--- src/rtl/adder_slice_sched.sv ---
// adder_slice_sched: two-requester add/subtract sequencer that runs each
// WIDTH-bit operation nibble-serially through a single shared 4-bit adder
// slice, LSB nibble first, with a registered carry between passes.
module adder_slice_sched #(
  parameter int WIDTH = 16
) (
  input  logic             clk,
  input  logic             rst,
  input  logic             req0_valid,
  output logic             req0_ready,
  input  logic [WIDTH-1:0] req0_a,
  input  logic [WIDTH-1:0] req0_b,
  input  logic             req0_sub,
  input  logic             req1_valid,
  output logic             req1_ready,
  input  logic [WIDTH-1:0] req1_a,
  input  logic [WIDTH-1:0] req1_b,
  input  logic             req1_sub,
  output logic             res_valid,
  input  logic             res_ready,
  output logic [WIDTH-1:0] res_sum,
  output logic             res_cout,
  output logic             res_ovf,
  output logic             res_id,
  output logic             busy
);

  localparam int NIB = WIDTH / 4;
  localparam int CW  = (NIB > 1) ? $clog2(NIB) : 1;
  localparam logic [CW-1:0] LAST_NIB = CW'(NIB - 1);

  typedef enum logic [1:0] {
    IDLE = 2'd0,
    CALC = 2'd1,
    DONE = 2'd2
  } state_t;

  state_t           state_q, state_d;
  logic             last_q, last_d;
  logic [CW-1:0]    nib_q, nib_d;
  logic             carry_q, carry_d;
  logic [WIDTH-1:0] a_q, a_d;
  logic [WIDTH-1:0] b_q, b_d;
  logic [WIDTH-1:0] res_sum_q, res_sum_d;
  logic             res_cout_q, res_cout_d;
  logic             res_ovf_q, res_ovf_d;
  logic             res_id_q, res_id_d;
  logic             res_valid_q, res_valid_d;

  logic             grant_s;
  logic             accept_s;
  logic [3:0]       a_nib_s;
  logic [3:0]       b_nib_s;
  logic [4:0]       slice_s;
  logic [WIDTH-1:0] nib_pos_s;

  // Pick the 4-bit field of v addressed by the nibble counter.
  function automatic logic [3:0] nib_sel(input logic [WIDTH-1:0] v, input logic [CW-1:0] idx);
    logic [WIDTH-1:0] sh;
    sh = v >> {idx, 2'b00};
    return sh[3:0];
  endfunction

  // Round-robin grant: sole valid requester wins, a tie goes to the one not served last.
  always_comb begin
    grant_s = 1'b0;
    if (req0_valid && req1_valid) begin
      grant_s = ~last_q;
    end else if (req1_valid) begin
      grant_s = 1'b1;
    end else begin
      grant_s = 1'b0;
    end
  end

  assign accept_s   = (state_q == IDLE) && (req0_valid || req1_valid);
  assign req0_ready = (state_q == IDLE) && req0_valid && !grant_s;
  assign req1_ready = (state_q == IDLE) && req1_valid && grant_s;

  // The shared 4-bit slice: current operand nibbles plus the registered carry.
  always_comb begin
    a_nib_s   = nib_sel(a_q, nib_q);
    b_nib_s   = nib_sel(b_q, nib_q);
    slice_s   = {1'b0, a_nib_s} + {1'b0, b_nib_s} + {4'd0, carry_q};
    nib_pos_s = WIDTH'({nib_q, 2'b00});
  end

  // State register.
  always_ff @(posedge clk) begin
    if (rst) begin
      state_q <= IDLE;
    end else begin
      state_q <= state_d;
    end
  end

  // Next-state logic: accept in IDLE, NIB slice passes in CALC, wait for consumer in DONE.
  always_comb begin
    state_d = state_q;
    case (state_q)
      IDLE: begin
        if (accept_s) begin
          state_d = CALC;
        end else begin
          state_d = IDLE;
        end
      end
      CALC: begin
        if (nib_q == LAST_NIB) begin
          state_d = DONE;
        end else begin
          state_d = CALC;
        end
      end
      DONE: begin
        if (res_ready) begin
          state_d = IDLE;
        end else begin
          state_d = DONE;
        end
      end
      default: begin
        state_d = IDLE;
      end
    endcase
  end

  // Datapath/output next values: capture on accept, one nibble per CALC cycle, handoff in DONE.
  always_comb begin
    last_d      = last_q;
    nib_d       = nib_q;
    carry_d     = carry_q;
    a_d         = a_q;
    b_d         = b_q;
    res_sum_d   = res_sum_q;
    res_cout_d  = res_cout_q;
    res_ovf_d   = res_ovf_q;
    res_id_d    = res_id_q;
    res_valid_d = res_valid_q;
    case (state_q)
      IDLE: begin
        if (accept_s) begin
          // B is stored pre-inverted for subtract; the +1 enters as the initial carry.
          if (grant_s) begin
            a_d     = req1_a;
            b_d     = req1_sub ? ~req1_b : req1_b;
            carry_d = req1_sub;
          end else begin
            a_d     = req0_a;
            b_d     = req0_sub ? ~req0_b : req0_b;
            carry_d = req0_sub;
          end
          last_d = grant_s;
          nib_d  = {CW{1'b0}};
        end else begin
          nib_d = nib_q;
        end
      end
      CALC: begin
        res_sum_d = (res_sum_q & ~(WIDTH'(4'hF) << nib_pos_s))
                  | (WIDTH'(slice_s[3:0]) << nib_pos_s);
        carry_d   = slice_s[4];
        nib_d     = nib_q + CW'(1);
        if (nib_q == LAST_NIB) begin
          res_cout_d  = slice_s[4];
          res_ovf_d   = (a_q[WIDTH-1] == b_q[WIDTH-1]) && (slice_s[3] != a_q[WIDTH-1]);
          res_id_d    = last_q;
          res_valid_d = 1'b1;
        end else begin
          res_valid_d = 1'b0;
        end
      end
      DONE: begin
        if (res_ready) begin
          res_valid_d = 1'b0;
        end else begin
          res_valid_d = 1'b1;
        end
      end
      default: begin
        res_valid_d = 1'b0;
      end
    endcase
  end

  // Datapath and result registers; pointer resets to 1 so req0 wins the first tie.
  always_ff @(posedge clk) begin
    if (rst) begin
      last_q      <= 1'b1;
      nib_q       <= {CW{1'b0}};
      carry_q     <= 1'b0;
      a_q         <= {WIDTH{1'b0}};
      b_q         <= {WIDTH{1'b0}};
      res_sum_q   <= {WIDTH{1'b0}};
      res_cout_q  <= 1'b0;
      res_ovf_q   <= 1'b0;
      res_id_q    <= 1'b0;
      res_valid_q <= 1'b0;
    end else begin
      last_q      <= last_d;
      nib_q       <= nib_d;
      carry_q     <= carry_d;
      a_q         <= a_d;
      b_q         <= b_d;
      res_sum_q   <= res_sum_d;
      res_cout_q  <= res_cout_d;
      res_ovf_q   <= res_ovf_d;
      res_id_q    <= res_id_d;
      res_valid_q <= res_valid_d;
    end
  end

  assign res_sum   = res_sum_q;
  assign res_cout  = res_cout_q;
  assign res_ovf   = res_ovf_q;
  assign res_id    = res_id_q;
  assign res_valid = res_valid_q;
  assign busy      = (state_q != IDLE);

endmodule

--- config.mk ---
export PLATFORM = sky130hd
export DESIGN_NAME = adder_slice_sched
export DESIGN_NICKNAME = d
export VERILOG_FILES = /design/src/rtl/adder_slice_sched.sv
export SDC_FILE = /design/constraint.sdc
export NUM_CORES = 1
export LEC_CHECK = 0
export CORE_ASPECT_RATIO = 1.5
export CORE_MARGIN = 3
export CORE_UTILIZATION = 43
export DETAILED_ROUTE_END_ITERATION = 8
export PLACE_DENSITY = 0.88
export SLEW_MARGIN = 20
export SYNTH_ARGS = -nofsm -noshare
export SYNTH_HDL_FRONTEND = slang
export SYNTH_SLANG_ARGS = --single-unit
--- constraint.sdc ---
create_clock -name clk -period 2.4 [get_ports clk]
set_input_delay 0.48 -clock clk [delete_from_list [all_inputs] [get_ports clk]]
set_output_delay 0.48 -clock clk [all_outputs]
set_load 0.02 [all_outputs]
==> results.sh <==
export IMPL_synthesis_area_mm2=0.00317
export IMPL_crit_reg2reg_launch="nib_q[0]$_SDFFE_PP0P_"
export IMPL_slew_headroom=0.621
export IMPL_maximum_number_of_pins_on_one_net_before_global_route_repair=50
export IMPL_timing_final_hold_violations=0
export IMPL_worst_r2r_path_depth=7
export IMPL_path_clk_slew_ns=0.06
export IMPL_avgViaCountPerCell=5.27
export IMPL_synth_area_per_cell_um2=9.05
export IMPL_cts_sink_count=58
export IMPL_area_delta_synth_final_pct=41.2
export IMPL_finish_net_count=527
export IMPL_max_freq_ghz=0.430
export IMPL_final_common_cell="clkdlybuf4s50_1"
export IMPL_die_footprint_mm2=0.00845
export IMPL_tritoncts_clock_tree="done"
export IMPL_layout_common_cells="clkdlybuf4s50_1 (91), dfxtp_1 (57), nand2_1 (45)"
export IMPL_mappedNetlistNets=434
export IMPL_insertion_delay_ns=0.34
export IMPL_layoutNonFillerInstCount=544
export IMPL_yosysSeqAreaShare=0.367
export IMPL_worst_ir_drop_vdd_v=0.000282
export IMPL_synth_warning_count=0
export IMPL_hold_slack_ns=0.454
export IMPL_clock_path_buffers=2
export IMPL_drt_first_iter_violations=211
export IMPL_power_density_mw_per_mm2=614
export IMPL_hold_class="reg2reg"
export IMPL_top_usage_layer="met2"
export IMPL_max_fanout_on_critical_path=11
export IMPL_core_region_area_mm2=0.00699
export IMPL_path_delay_family="compound AO/OA/AOI/OAI gates"
export IMPL_final_period_utilization=0.970
export IMPL_startpoint_type="flop"
export IMPL_worst_hold_path_num_cells=2
export IMPL_clock_tree_root_cell="clkbuf_8"
export IMPL_vias_in_the_first_global_route=2904
export IMPL_hpwlAfterDp_mm=6.15
export IMPL_wl_per_cell_um=14.7
export IMPL_grt_setup_unrepaired="false"
export IMPL_dp_cells=529
export IMPL_report_final_slew_viol_count=0
export IMPL_crit_arrival_ns=2.56
export IMPL_utilization=0.640
export IMPL_multiInputGateArea_mm2=0.00188
export IMPL_drv_cap=0
export IMPL_critPathBufInv=1
export IMPL_ys_seq_elements=58
export IMPL_io_pins=94
export IMPL_setup_worst_path_end_class="flop"
export IMPL_grt_use_met3=0.0276
export IMPL_syn_instance_count=350
export IMPL_grt_overflow_total=0
export IMPL_setup_reg_to_reg_worst_slack_ns=0.07
export IMPL_num_rows=37
export IMPL_synthDistinctLibCells=38
export IMPL_hold_end="b_q[9]$_SDFFE_PP0P_"
export IMPL_status="finished clean"
export IMPL_detailed_place_area_mm2=0.00421
export IMPL_insertedDiodeCount=0
export IMPL_cp_data_required_time_ns=2.63
export IMPL_critical_path_class="reg2reg"
export IMPL_gr_usage_met2=0.364
export IMPL_critical_path_max_stage_delay_ns=0.55
export IMPL_met1_usage=0.204
export IMPL_drt_wl_total_mm=8.00
export IMPL_dr_total_vias=2867
export IMPL_area_of_all_placed_cells_without_fillers_mm2=0.00447
export IMPL_hold_sp="b_q[9]$_SDFFE_PP0P_"
export IMPL_drt_pass1_iterations=4
export IMPL_die_width_um=76.1
export IMPL_grt_total_usage=0.195
export IMPL_drive_above_1_share=0.110
export IMPL_leakagePower_uw=0.00169
export IMPL_die_height_um=111
export IMPL_cts_repair_timing_setup_buffer_count=0
export IMPL_numPortBuffers=93
export IMPL_htreeDepth=3
export IMPL_crit_path_top_delay_cell="mux4_2"
export IMPL_filler_cell_count=551
export IMPL_crit_chain="buf_8 > mux4_2 > ha_1 > a21o_1 > a21oi_2 > xor2_2 > o41ai_1"
export IMPL_grt_pass1_wl_mm=13.3
export IMPL_timing_worst_slew_pin_value_ns=0.567
export IMPL_globalplace_congestion=0.872
export IMPL_initial_utilization=0.453
export IMPL_final_setup_viol_count=0
export IMPL_ff_latch_area_mm2=0.00116
export IMPL_post_route_drc_count=0
export IMPL_antenna_violations_before_repair=0
export IMPL_finClkSkew_ns=0.00604
export IMPL_cts_buffers=9
export IMPL_antenna_violating_nets_post_route=0
export IMPL_final_period_minus_worst_setup_slack_ns=2.33
export IMPL_rr_endpoint="res_sum[7]$_SDFFE_PP0P_"
how the worst max path moves through the flow:
| stage | cells past startpoint | from | end | slack (ns) |
|---|---|---|---|---|
| finish | 7 | nib_q[0]$_SDFFE_PP0P_ | res_sum[7]$_SDFFE_PP0P_ | 0.07 |
| CTS | 8 | nib_q[0]$_SDFFE_PP0P_ | res_ovf$_SDFFE_PP0P_ | -0.0008 |
| detailed placement | 7 | nib_q[0]$_SDFFE_PP0P_ | res_sum[14]$_SDFFE_PP0P_ | -0.04 |
| global placement | 4 | req0_valid | req1_ready | 0.03 |
| global route | 7 | nib_q[0]$_SDFFE_PP0P_ | res_sum[14]$_SDFFE_PP0P_ | 0.003 |
| floorplan | 7 | nib_q[1]$_SDFFE_PP0P_ | res_sum[10]$_SDFFE_PP0P_ | 0.0005 |
report_power, final:
part           switching, uW  internal (uW)  leakage (uW)  total, uW
clock                    370            615      0.000115        986
sequential              50.0           1040      0.000477       1090
combinational            323            349       0.00110        672
total                    744           2000       0.00169       2750
what timing repair did:
item / 4_1_cts / 5_1_grt
hold buffers: 0 / 0
setup endpoints to repair: 7 / 12
gates resized for setup: 2 / 8
registers in the layout (all words and copies together) (netlist names):
signal and count:
b_q 16, res_id 1, last_q 1, carry_q 1, res_ovf 1, res_sum 16
res_valid 1, a_q 16, nib_q 2, res_cout 1, state_q 2
tightest hold or removal path: stages, from the launching register on:
cell and delay, ns:
dfxtp_1 0.31, nand2_1 0.05, a21oi_1 0.05
logic make-up after synthesis:
kind of cell | after synthesis | share of synthesized area
AOI/OAI and AO/OA | 82 | 0.177
xor gates and xnor gates | 34 | 0.0940
adders and majority gates | 13 | 0.0561
buffers and inverters | 33 | 0.0502
DFF | 58 | 0.367
muxes | 29 | 0.124
and+or+nand+nor | 101 | 0.133
synth_stat cells:
cell type   n  area share
dfxtp_1    58        0.37
nand2_1    45       0.053
nor2_1     36       0.043
a21oi_1    23       0.036
mux2i_1    19       0.060
xor2_1     18       0.050
a211oi_1   17       0.040
o211ai_1   16       0.038
xnor2_1    16       0.044
buf_2      13       0.021
a22oi_1    12       0.028
ha_1       11       0.043
clkbuf_1    9       0.011
mux4_2      8       0.057
nand3_1     7       0.011
inv_1       6      0.0071
o21ai_0     5      0.0079
and2_1      4      0.0079
a21o_1      2      0.0047
buf_4       2      0.0047
fa_1        2       0.013
nand2b_1    2      0.0039
nand3b_1    2      0.0047
nor3_1      2      0.0032
o41ai_1     2      0.0055
a21boi_4    1      0.0059
a311oi_1    1      0.0028
and3_1      1      0.0020
buf_6       1      0.0036
clkbuf_4    1      0.0024
clkinv_1    1      0.0012
mux2_1      1      0.0036
mux2_2      1      0.0036
nor2b_1     1      0.0020
o2111ai_1   1      0.0028
o21a_1      1      0.0024
o21ai_1     1      0.0016
or3_1       1      0.0020
layout make-up:
type	instances	area share
clock inverters	1	0.00671
repair buffers	108	0.237
flip-flops and latches	58	0.260
well taps	97	0.0271
inverters	7	0.00587
clock buffers	14	0.0431
multi-input cells	259	0.420
stage by stage:
stage | setup slack [ns] | setup TNS (ns) | power [uW]
final | 0.0725 | 0 | 2750
after global routing | 0.00265 | 0 | 2870
after CTS | -0.000765 | -0.000765 | 2750
after detailed placement | -0.0399 | -0.0840 | 1760
after global placement | 0.0321 | 0 | 1740
after floorplan | 0.000546 | 0 | 1500
per-layer routing:
layer | vias to the layer above | wire length [um]
li1 | 1413 | -
met4 | 0 | 254
met3 | 20 | 284
met1 | 1350 | 2960
met5 | - | 0
met2 | 84 | 4500
(Power assumes the default switching activity.)
==> edit 1: new RTL, config.mk and constraints unchanged <==
Encoding of `state_t`: now one-hot (3 bits for 3 states).
--- a/src/rtl/adder_slice_sched.sv
+++ b/src/rtl/adder_slice_sched.sv
@@ -30,8 +30,8 @@
   localparam logic [CW-1:0] LAST_NIB = CW'(NIB - 1);
 
-  typedef enum logic [1:0] {
-    IDLE = 2'd0,
-    CALC = 2'd1,
-    DONE = 2'd2
+  typedef enum logic [2:0] {
+    IDLE = 3'b001,
+    CALC = 3'b010,
+    DONE = 3'b100
   } state_t;
 
Behaviour: no difference found for any inputs over 10 cycles, from zero or initial values and one cycle with rst high; not proved beyond that.
==> edit 1 against the original RTL <==
  * Power rose by 2.5%
  * Synthesized area rose by 4.7%
  * Wire length rose by 1.1%
  * Cell area rose by 4.3%
  * Critical path type unchanged
  * Critical endpoint is now res_ovf
  * Clock power fell by 4.2%
  * Die area rose by 4.3%
  * Setup slack got worse by 0.11 ns
  * Global-route usage fell by 0.41 points
  * Sequential share of layout area fell by 0.65 points
  * Sequential cell count rose by 1
  * Clock skew fell by 0.0016 ns
  * The run now ends with negative setup slack left
==> edit 1: results <==
[drt]
routed_wl_um = 8090
route.layer.met1.wl_um = 2960
route.met2.wl_um = 4460

[worst_setup_path]
crit_arrival_ns = 2.69
rr_endpoint = res_ovf
cp_top_family = simple AND/OR/NAND/NOR gates
slowest_delay_ns = 0.53
crit_fanout = 5

[status]
outcome = finished, violations left
violations = negative setup slack

[timing]
layout_setup_ws_ns = -0.0387
totalNegativeSetupSlack_ns = -0.0387
setup_viol = 1
clock-skew-final_ns = 0.00441

[synthesis]
yosysSeqAreaShare = 0.356
synth_mux_area_frac = 0.109
synth_compound_area_frac = 0.191
synth-xor-area-share = 0.0872
yosysUniqueCellTypes = 43

[placed_design]
dp_slack_ns = -0.0270

[pwr]
internal_power_w = 0.00200
powerClk_w = 0.000945
ir_worst_vdd_mv = 0.379

[worst_hold_path]
hp-start = res_id

[clock_tree]
ctsResizeCount = 5

[finish]
nNetsFinal = 523

[global_route]
met2_usage = 0.359
grt_util_met1 = 0.196
grt_usage = 0.191
==> edit 1: changes by cell type after synthesis, moves of 3 or more <==
| cell | unedited run | this run |
|---|---|---|
| clkbuf_1 | 9 | 13 |
| nor3_4 | 0 | 3 |
| buf_6 | 1 | 6 |
| ha_1 | 11 | 7 |
| a211oi_2 | 0 | 16 |
| nor2_1 | 36 | 33 |
| buf_2 | 13 | 7 |
| a211oi_1 | 17 | 0 |
| nand3_1 | 7 | 4 |
==> edit 1: stage by stage <==
step	power [W]	instances	instance area (um2)	util
detailed placement	0.00186	531	4390	0.595
global placement	0.00183	531	4390	0.595
global route	0.00295	548	4670	0.633
finish	0.00282	548	4670	0.633
CTS	0.00281	548	4620	0.627
floorplan	0.00161	350	3350	-
==> edit 1: kinds of logic after synthesis <==
| family | after synthesis |
|---|---|
| simple gates | 109 |
| xor+xnor | 33 |
| compound gates | 82 |
| fa+ha+maj | 9 |
| mux | 26 |
| buf+inv | 32 |
| flops | 59 |
==> edit 1: layout make-up <==
| cell class | count | area [um2] | share of cell area |
|---|---|---|---|
| Multi-Input combinational cell | 259 | 2040 | 0.437 |
| Sequential cell | 59 | 1180 | 0.254 |
| Timing Repair Buffer | 109 | 1080 | 0.232 |
| Clock buffer | 12 | 165 | 0.0354 |
| Tap cell | 100 | 125 | 0.0268 |
| Clock inverter | 4 | 47.5 | 0.0102 |
| Inverter | 5 | 18.8 | 0.00402 |
==> edit 1: worst min path at each step <==
stage / to / slack, ns
2_1_floorplan: b_q[10] / 0.43
3_3_place_gp: b_q[13] / 0.44
3_5_place_dp: res_id / 0.45
4_1_cts: res_id / 0.45
5_1_grt: b_q[7] / 0.48
6_report: res_id / 0.45
==> edit 2: new RTL, same settings <==
Made on the original files. The parameter `WIDTH` goes from 16 to 8.
--- a/src/rtl/adder_slice_sched.sv
+++ b/src/rtl/adder_slice_sched.sv
@@ -3,5 +3,5 @@
 // slice, LSB nibble first, with a registered carry between passes.
 module adder_slice_sched #(
-  parameter int WIDTH = 16
+  parameter int WIDTH = 8
 ) (
   input  logic             clk,
Ports: changed (5 resized); port bits go from 94 to 54. No check against the original RTL was run, so the function may have changed too.
==> edit 2 against the original RTL <==
  * Combinational power fell by 29%
  * Non-clock buffer count decreased by 44
  * Setup slack improved by 0.022 ns
  * Highest routed layer unchanged
  * Cell area shrank 44%
  * Critical path depth down 3
  * Worst hold slack gained 0.0023 ns
  * Sequential cell count decreased by 25
  * First-iteration DRC count fell by 90%
  * Synthesized area fell by 44%
  * Wire length is 50% lower
  * Power fell by 43%
==> edit 2: results <==
[worst_setup_path]
crit_end = req0_ready
crit_arrival_ns = 1.83
rrSetupSlack_ns = 0.16

[finish]
drive_above_1_share = 0.123
fill_cells = 337
buffer_area_frac = 0.244
multiInputGateArea_um2 = 1060
clock_area_frac = 0.0404
seq_area_frac = 0.264
inverters = 5
clock_buffers = 7

[drt]
route.layer.met1.wl_um = 1520
avgViaCountPerCell = 5.20
wl_met3_um = 157
drt_iter0_drc = 21

[synthesis]
synth_area_leaders = dfxtp_1 37%, nand2_1 6.1%, a211oi_1 5.5%
synth-xor-area-share = 0.0835
synth_compound_area_frac = 0.190
yosysSeqAreaShare = 0.370
synth_common_cells = 33 x dfxtp_1, 29 x nand2_1, 18 x a21oi_1
synthesis.nets = 250
yosysUniqueCellTypes = 35
syn_area_per_cell_um2 = 8.83
synth_mux_area_frac = 0.101

[global_route]
grt_usage = 0.186
grt_max_degree = 37
grt_first_pass_wirelength_um = 7160
grt_util_met1 = 0.198

[placed_design]
globalplace.congestion = 0.766
portBuffers = 53
dp_slack_ns = -0.0174
place_area_um2 = 2400
dp.cells = 298

[pwr]
swShare = 0.297
ir_worst_vdd_mv = 0.543
seq_cell_power_w = 0.000638
p_switching_w = 0.000468
powerClk_w = 0.000461

[clock_tree]
htreeDepth = 2
cts-buffers-inserted = 5

[timing]
worst_pin_slew_ns = 0.501

[status]
outcome = finished clean
==> edit 2: changes by cell type after synthesis, sizes merged, moves of 8 or more <==
cell	delta
nand2	-16
xor2	-10
buf	-12
mux2i	-10
nor2	-21
a22oi	-12
mux4	-8
dfxtp	-25
==> edit 2: how the worst min path moves through the flow <==
| stage | startpoint | endpoint | slack [ns] |
|---|---|---|---|
| 6_report | flop | flop | 0.46 |
| 5_1_grt | flop | flop | 0.48 |
| 4_1_cts | flop | flop | 0.46 |
| 3_5_place_dp | flop | flop | 0.45 |
| 3_3_place_gp | b_q[5] | b_q[5] | 0.44 |
| 2_1_floorplan | b_q[4] | b_q[4] | 0.43 |
==> edit 2: what timing repair did <==
| item | CTS | global route |
|---|---|---|
| resized for setup | 1 | 3 |
| endpoints found under the setup margin | 1 | 2 |
| cloned | 0 | 0 |
==> edit 2: worst max-delay path: stages <==
cell,delay (ns)
clkdlybuf4s50_1,0.54
a21boi_2,0.09
nor2_1,0.11
clkdlybuf4s50_1,0.60
